`src/rtl/cnn_layer_accel_result_pkg.sv`:
```
// Shared types for the CNN result packer: FSM states, packed output word, lane-mask helper.
// Lane i of a word holds the i-th result of that word, little-endian in the data field.
package cnn_layer_accel_result_pkg;

  localparam int RESULT_W = 16;
  localparam int OUT_W    = 128;
  localparam int LANES    = OUT_W / RESULT_W;

  typedef enum logic [1:0] {
    IDLE  = 2'd0,
    RUN   = 2'd1,
    DRAIN = 2'd2
  } state_t;

  typedef struct packed {
    logic [OUT_W-1:0] data;
    logic [LANES-1:0] keep;
    logic             last;
  } out_word_t;

  function automatic logic [LANES-1:0] keep_mask(input int n);
    logic [LANES-1:0] m;
    m = '0;
    for (int i = 0; i < LANES; i++) m[i] = (i < n);
    return m;
  endfunction

endpackage

```
`src/rtl/cnn_layer_accel_word_fifo.sv`:
```
// Synchronous FIFO of packed output words; head visible combinationally, push/pop same cycle keeps count.
// A push into a full FIFO is dropped unless a pop frees the slot in the same cycle.
module cnn_layer_accel_word_fifo
  import cnn_layer_accel_result_pkg::*;
#(
  parameter  int DEPTH = 2,
  localparam int AW    = (DEPTH > 1) ? $clog2(DEPTH) : 1,
  localparam int CW    = $clog2(DEPTH + 1)
) (
  input  logic          clk_core,
  input  logic          rst,
  input  logic          push_vld,
  input  out_word_t     push_dat,
  input  logic          pop_rdy,
  output out_word_t     head_dat,
  output logic [CW-1:0] count,
  output logic          full,
  output logic          empty
);

  out_word_t     mem_q [DEPTH];
  out_word_t     mem_d [DEPTH];
  logic [AW-1:0] wr_ptr_q, wr_ptr_d;
  logic [AW-1:0] rd_ptr_q, rd_ptr_d;
  logic [CW-1:0] count_q, count_d;
  logic          do_push, do_pop;

  assign empty    = (count_q == '0);
  assign full     = (count_q == CW'(DEPTH));
  assign do_pop   = pop_rdy && !empty;
  assign do_push  = push_vld && (!full || do_pop);
  assign head_dat = mem_q[rd_ptr_q];
  assign count    = count_q;

  always_comb begin
    mem_d    = mem_q;
    wr_ptr_d = wr_ptr_q;
    rd_ptr_d = rd_ptr_q;
    count_d  = count_q;
    if (do_push) begin
      mem_d[wr_ptr_q] = push_dat;
      wr_ptr_d        = wr_ptr_q + 1'b1;
    end
    if (do_pop) rd_ptr_d = rd_ptr_q + 1'b1;
    case ({do_push, do_pop})
      2'b10:   count_d = count_q + 1'b1;
      2'b01:   count_d = count_q - 1'b1;
      default: count_d = count_q;
    endcase
  end

  always_ff @(posedge clk_core or posedge rst) begin
    if (rst) begin
      mem_q    <= '{default: '0};
      wr_ptr_q <= '0;
      rd_ptr_q <= '0;
      count_q  <= '0;
    end else begin
      mem_q    <= mem_d;
      wr_ptr_q <= wr_ptr_d;
      rd_ptr_q <= rd_ptr_d;
      count_q  <= count_d;
    end
  end

endmodule

```
`src/rtl/cnn_layer_accel_result_packer.sv`:
```
// Packs the accelerator's 16-bit result stream into 128-bit words, flushing a partial word per output row.
// One cycle from completing result to out_valid; result_accept drops while the word FIFO is full.
module cnn_layer_accel_result_packer #(
  parameter int RESULT_W   = 16,
  parameter int OUT_W      = 128,
  parameter int FIFO_DEPTH = 2
) (
  input  logic                      clk_core,
  input  logic                      rst,
  input  logic                      job_start,
  input  logic [9:0]                num_output_rows_cfg,
  input  logic [9:0]                num_output_cols_cfg,
  input  logic [6:0]                num_kernel_cfg,
  output logic                      busy,
  output logic                      cfg_err,
  input  logic                      result_valid,
  output logic                      result_accept,
  input  logic [RESULT_W-1:0]       result_data,
  output logic                      out_valid,
  input  logic                      out_ready,
  output logic [OUT_W-1:0]          out_data,
  output logic [OUT_W/RESULT_W-1:0] out_keep,
  output logic                      out_last,
  output logic [9:0]                output_row,
  output logic [9:0]                output_col,
  output logic [6:0]                output_depth,
  output logic                      job_done
);
  import cnn_layer_accel_result_pkg::*;

  localparam int LW = $clog2(LANES);
  localparam int CW = $clog2(FIFO_DEPTH + 1);

  state_t           state_q, state_d;
  logic [9:0]       rows_q, rows_d, cols_q, cols_d;
  logic [6:0]       kern_q, kern_d;
  logic [9:0]       row_q, row_d, col_q, col_d;
  logic [6:0]       depth_q, depth_d;
  logic [LW-1:0]    lane_q, lane_d;
  logic [OUT_W-1:0] pack_q, pack_d, pack_next;
  logic             cfg_err_q, cfg_err_d;
  logic             busy_q, busy_d;
  logic             job_done_q, job_done_d;

  out_word_t        push_word, head_word;
  logic             push_vld, pop, fifo_full, fifo_empty;
  logic [CW-1:0]    fifo_count;
  logic             res_hs, cfg_ok;
  logic             depth_last, col_last, row_last, row_end, job_end, lane_full;

  assign cfg_ok     = (num_output_rows_cfg != '0) && (num_output_cols_cfg != '0) && (num_kernel_cfg != '0);
  assign depth_last = (depth_q == kern_q - 7'd1);
  assign col_last   = (col_q == cols_q - 10'd1);
  assign row_last   = (row_q == rows_q - 10'd1);
  assign row_end    = depth_last && col_last;
  assign job_end    = row_end && row_last;
  assign lane_full  = (lane_q == LW'(LANES - 1));

  assign result_accept = (state_q == RUN) && (fifo_count < CW'(FIFO_DEPTH));
  assign res_hs        = result_accept && result_valid;
  assign out_valid     = !fifo_empty;
  assign pop           = out_valid && out_ready;

  // Head storage may hold stale words once drained; only expose it while valid.
  assign out_data = out_valid ? head_word.data : '0;
  assign out_keep = out_valid ? head_word.keep : '0;
  assign out_last = out_valid && head_word.last;

  assign busy         = busy_q;
  assign cfg_err      = cfg_err_q;
  assign job_done     = job_done_q;
  assign output_row   = row_q;
  assign output_col   = col_q;
  assign output_depth = depth_q;

  always_comb begin
    state_d    = state_q;
    rows_d     = rows_q;
    cols_d     = cols_q;
    kern_d     = kern_q;
    row_d      = row_q;
    col_d      = col_q;
    depth_d    = depth_q;
    lane_d     = lane_q;
    pack_d     = pack_q;
    cfg_err_d  = cfg_err_q;
    job_done_d = 1'b0;
    push_vld   = 1'b0;
    push_word  = '0;
    pack_next  = pack_q;
    pack_next[lane_q*RESULT_W +: RESULT_W] = result_data;

    case (state_q)
      IDLE: begin
        if (job_start) begin
          if (cfg_ok) begin
            rows_d    = num_output_rows_cfg;
            cols_d    = num_output_cols_cfg;
            kern_d    = num_kernel_cfg;
            row_d     = '0;
            col_d     = '0;
            depth_d   = '0;
            lane_d    = '0;
            pack_d    = '0;
            cfg_err_d = 1'b0;
            state_d   = RUN;
          end else begin
            cfg_err_d = 1'b1;
          end
        end
      end
      RUN: begin
        if (res_hs) begin
          if (lane_full || row_end) begin
            push_vld       = 1'b1;
            push_word.data = pack_next;
            push_word.keep = keep_mask(int'(lane_q) + 1);
            push_word.last = job_end;
            pack_d         = '0;
            lane_d         = '0;
          end else begin
            pack_d = pack_next;
            lane_d = lane_q + 1'b1;
          end
          // Depth runs fastest, then column, then row.
          if (depth_last) begin
            depth_d = '0;
            if (col_last) begin
              col_d = '0;
              row_d = row_last ? 10'd0 : row_q + 10'd1;
            end else begin
              col_d = col_q + 10'd1;
            end
          end else begin
            depth_d = depth_q + 7'd1;
          end
          if (job_end) state_d = DRAIN;
        end
      end
      DRAIN: begin
        if (pop && head_word.last) begin
          state_d    = IDLE;
          job_done_d = 1'b1;
        end
      end
      default: state_d = IDLE;
    endcase

    busy_d = (state_d != IDLE);
  end

  always_ff @(posedge clk_core or posedge rst) begin
    if (rst) begin
      state_q    <= IDLE;
      rows_q     <= '0;
      cols_q     <= '0;
      kern_q     <= '0;
      row_q      <= '0;
      col_q      <= '0;
      depth_q    <= '0;
      lane_q     <= '0;
      pack_q     <= '0;
      cfg_err_q  <= 1'b0;
      busy_q     <= 1'b0;
      job_done_q <= 1'b0;
    end else begin
      state_q    <= state_d;
      rows_q     <= rows_d;
      cols_q     <= cols_d;
      kern_q     <= kern_d;
      row_q      <= row_d;
      col_q      <= col_d;
      depth_q    <= depth_d;
      lane_q     <= lane_d;
      pack_q     <= pack_d;
      cfg_err_q  <= cfg_err_d;
      busy_q     <= busy_d;
      job_done_q <= job_done_d;
    end
  end

  cnn_layer_accel_word_fifo #(
    .DEPTH(FIFO_DEPTH)
  ) u_word_fifo (
    .clk_core (clk_core),
    .rst      (rst),
    .push_vld (push_vld),
    .push_dat (push_word),
    .pop_rdy  (pop),
    .head_dat (head_word),
    .count    (fifo_count),
    .full     (fifo_full),
    .empty    (fifo_empty)
  );

endmodule

```
`config.mk`:
```
export PLATFORM = sky130hd
export DESIGN_NAME = cnn_layer_accel_result_packer
export DESIGN_NICKNAME = d
export VERILOG_FILES = /design/src/rtl/cnn_layer_accel_result_pkg.sv /design/src/rtl/cnn_layer_accel_word_fifo.sv /design/src/rtl/cnn_layer_accel_result_packer.sv
export SDC_FILE = /design/constraint.sdc
export NUM_CORES = 1
export LEC_CHECK = 0
export CAP_MARGIN = 20
export CORE_AREA = 2 2 289 291
export CTS_BUF_LIST = sky130_fd_sc_hd__clkbuf_8
export CTS_CLUSTER_DIAMETER = 100
export CTS_CLUSTER_SIZE = 25
export DETAILED_ROUTE_END_ITERATION = 12
export DIE_AREA = 0 0 291 293
export PLACE_DENSITY = 0.48
export SLEW_MARGIN = 20
export SYNTH_ARGS = -nofsm -noshare
export SYNTH_HDL_FRONTEND = slang
export SYNTH_SLANG_ARGS = --single-unit
```
`constraint.sdc`:
```
create_clock -name clk_core -period 29.5 [get_ports clk_core]
set_clock_uncertainty 0.2 [all_clocks]
set_input_delay 5.9 -clock clk_core [delete_from_list [all_inputs] [get_ports clk_core]]
set_output_delay 5.9 -clock clk_core [all_outputs]
set_load 0.01 [all_outputs]
```
==> qor.txt <==
CP Max Fanout = 58
Yosys reg bits = 468
RR Startpoint = kern_q[0]
DRT Pass-1 Iters = 5
WP data arrival = 3.66 ns
startpoint class of the critical path = flop
TNS Setup = 0 ns
Remaining DRCs = 0
Tcrit/Tclk final = 33.1%
Port Buffers = 216
area fraction in compound gates after synthesis = 11.0%
Area contributors post-synth = dfrtp_1, mux2_1, mux2i_1
EDFF count, synth = 0
Final ANT Viol Nets = 0
Distinct cells, synth = 67
Hold Fails Final Rpt = 0
CTS resizes = 0
total setup buffers inserted after CTS = 0
Critical Path Sink Type = primary output
final setup vio count = 0
CP Data Required Time = 23.40 ns
reg2reg setup slack = 24.56 ns
synthesized area = 22800 µm²
dpl hpwl = 44.8 mm
die area = 85300 µm²
DIE WIDTH = 291 µm
slew of the pin with the lowest slew margin = 1.14 ns
clock root cell = clkbuf_8
post-synthesis mux area share = 20.9%
FILL cells = 8252
max_slew headroom = 24.1%
Reg clk slew, reported paths = 0.14 ns
vias = 16445
Top FF cell, synth = dfrtp_1
Synth Area in Simple Gates = 11.3%
VDD IR max = 0.0000407 V
number of global-route vias before repair = 16941
layout cell share with drive strength beyond 1 = 8.67%
nets = 2277
final wirelength = 68.2 mm
Max Clock Freq = 102 MHz
initial core utilization = 27.9%
WS Path Type = reg -> out
DRT iter0 DRCs = 925
GP Congestion = 0.759
Warnings, synthesis = 0
Clock Path Buffers = 3
total power draw = 1.89 mW
Die Span Y = 293 µm
DR vias/cell = 4.99
hold path start = u_word_fifo.mem_q[235]
Async SR Flop Fraction = 100%
Worst Reg-to-Reg Cells = 10
Gate Count Post-Synth = 2087
Final min period = 9.76 ns
# IOs = 217
Hold-fix buffers, CTS = 0
Yosys top cell by area = dfrtp_1
CTS buffer count = 24
Leak = 12.1 nW
largest net degree at the start of global routing = 169
DR WL/cell = 20.7 µm
total grt overflow = 0
Max Transition Viols Final = 0
unrepaired setup endpoints after global routing = false
hold depth = 1
CTS H-Tree Depth = 1
antenna violations before repair = 2
Sink Count = 468
Core ar. = 81800 µm²
min-delay worst type = reg -> reg
CTS tree = done
Total Routing Usage GR = 15.8%
clk_lat worst skew = 0.67 ns
Yosys top cell area share = 51.3%
largest family of logic cells by synthesized area = multiplexers
MaxCap Viol Count = 0
first-pass GRT wire length = 106 mm
Synth Net Count = 2147
r2r endpoint = u_word_fifo.mem_q[272]
Post-Syn Area per Cell = 10.9 µm²
Core Rows = 105
Hold Path Sink = u_word_fifo.mem_q[235]
sequential cell area fraction in the yosys report = 51.3%
outcome = completed
synthesis-to-finish area growth = 16.3%
Cell Pwr Density = 71.3 nW/µm²
post-synthesis adder-cell area fraction = 0.658%
Post-Synth XOR/XNOR Area = 1.44%
==> flip-flops by register name, indices dropped and copies added (netlist names) <==
signal and cells:
u_word_fifo.mem_q 274, pack_q 128, cols_q 10, output_col 10
output_row 10, rows_q 10, kern_q 7, output_depth 7
lane_q 3, state_q 2, u_word_fifo.count 2, busy 1
cfg_err 1, job_done 1, u_word_fifo.rd_ptr_q 1, u_word_fifo.wr_ptr_q 1
==> stage by stage <==
stage | util (%) | cell area (µm²) | instances | hold slack [ns] | worst slack, ns
3_3_place_gp | 31.8 | 26000 | 3259 | 0.260 | 19.98
3_5_place_dp | 31.8 | 26000 | 3259 | 0.265 | 19.93
5_1_grt | 32.4 | 26600 | 3297 | 0.311 | 19.55
2_1_floorplan | - | 22800 | 2087 | 0.249 | 10.35
4_1_cts | 32.3 | 26500 | 3294 | 0.299 | 19.62
6_report | 32.4 | 26600 | 3297 | 0.300 | 19.74
==> worst max-delay path, stage by stage (launching register included) <==
cell and delay [ns]:
dfrtp_4 0.91, buf_4 0.91, mux2i_1 0.35, nor2_1 0.17, clkdlybuf4s50_1 0.55
==> cells in the final DEF (no fill, tap or decap), types with 10 or more instances in the layout <==
cell type / synthesis / layout
a21oi_1: 120 / 120
a22o_1: 127 / 127
buf_4: 12 / 32
clkbuf_8: 0 / 25
clkdlybuf4s50_1: 0 / 216
dfrtp_1: 468 / 467
ha_1: 12 / 12
inv_1: 28 / 29
mux2_1: 215 / 215
mux2_2: 79 / 79
mux2i_1: 146 / 146
nand2_1: 288 / 287
nand3_1: 39 / 39
nand4_1: 10 / 10
nor2_1: 184 / 179
nor2b_1: 12 / 12
nor3_1: 15 / 12
o21ai_0: 29 / 28
xnor2_1: 18 / 18
xor2_1: 17 / 17
==> routing by layer <==
layer  track usage, %  up-vias  part of all wire, %
li1                 -     7555                    -
met5                0        -                    0
met3             1.35       61                  2.9
met4             3.32        0                  1.8
met2             26.8      303                   49
met1             21.9     8526                   47
==> power by group <==
group	internal [mW]	leakage (nW)	switching, mW
Sequential	0.815	6.29	0.117
Clock	0.0915	0.234	0.213
Combinational	0.287	5.55	0.370
==> worst max-delay path by stage <==
stage	cells past startpoint	to	slack, ns	startpoint
floorplan	1	busy	10.35	rst
global placement	6	u_word_fifo.mem_q[11]	19.98	result_valid
detailed placement	6	u_word_fifo.mem_q[9]	19.93	result_valid
CTS	4	out_data[95]	19.62	u_word_fifo.rd_ptr_q
global route	4	out_data[76]	19.55	u_word_fifo.rd_ptr_q
finish	4	out_data[64]	19.74	u_word_fifo.rd_ptr_q
==> cells by family (layout without fill, tap and decap cells) <==
group | after synthesis | after routing
XOR/XNOR | 36 | 36
AO/OA/AOI/OAI | 351 | 351
adder cells (fa/ha/maj) | 12 | 12
AND/OR/NAND/NOR | 603 | 603
buffers and inverters | 177 | 316
other | 0 | 1
flip-flops | 468 | 468
multiplexers | 440 | 440
==> synthesized netlist by cell type (all sizes together), types with 3 or more instances <==
cell type / n
a221o: 4
buf: 55
o21ai: 34
nand3b: 5
nor4: 9
mux2i: 146
o211ai: 3
xor2: 17
nor3b: 6
nand3: 39
a211oi: 4
mux2: 294
or4: 3
nand2b: 5
a22o: 127
nor2: 184
or3: 4
a32o: 3
clkbuf: 94
a21oi: 120
a31o: 5
ha: 12
or2: 6
nor3: 16
o21a: 4
and3: 5
nand2: 288
o31ai: 11
o21bai: 3
a21o: 9
a2111oi: 4
xnor2: 18
nor2b: 12
inv: 28
o22ai: 8
nand4: 10
dfrtp: 468
==> cell type report <==
type / count / area [µm²] / share of cell area, %
diodes: 1 / 2.50 / 0.00942
clock buffers: 25 / 344 / 1.30
clock inverters: 10 / 105 / 0.396
inverters: 28 / 113 / 0.424
multi-input cells: 1442 / 10400 / 39.3
flip-flops and latches: 468 / 11700 / 44.1
well taps: 1070 / 1340 / 5.04
repair buffers: 253 / 2490 / 9.39
Power figures use the tool's default switching activity.
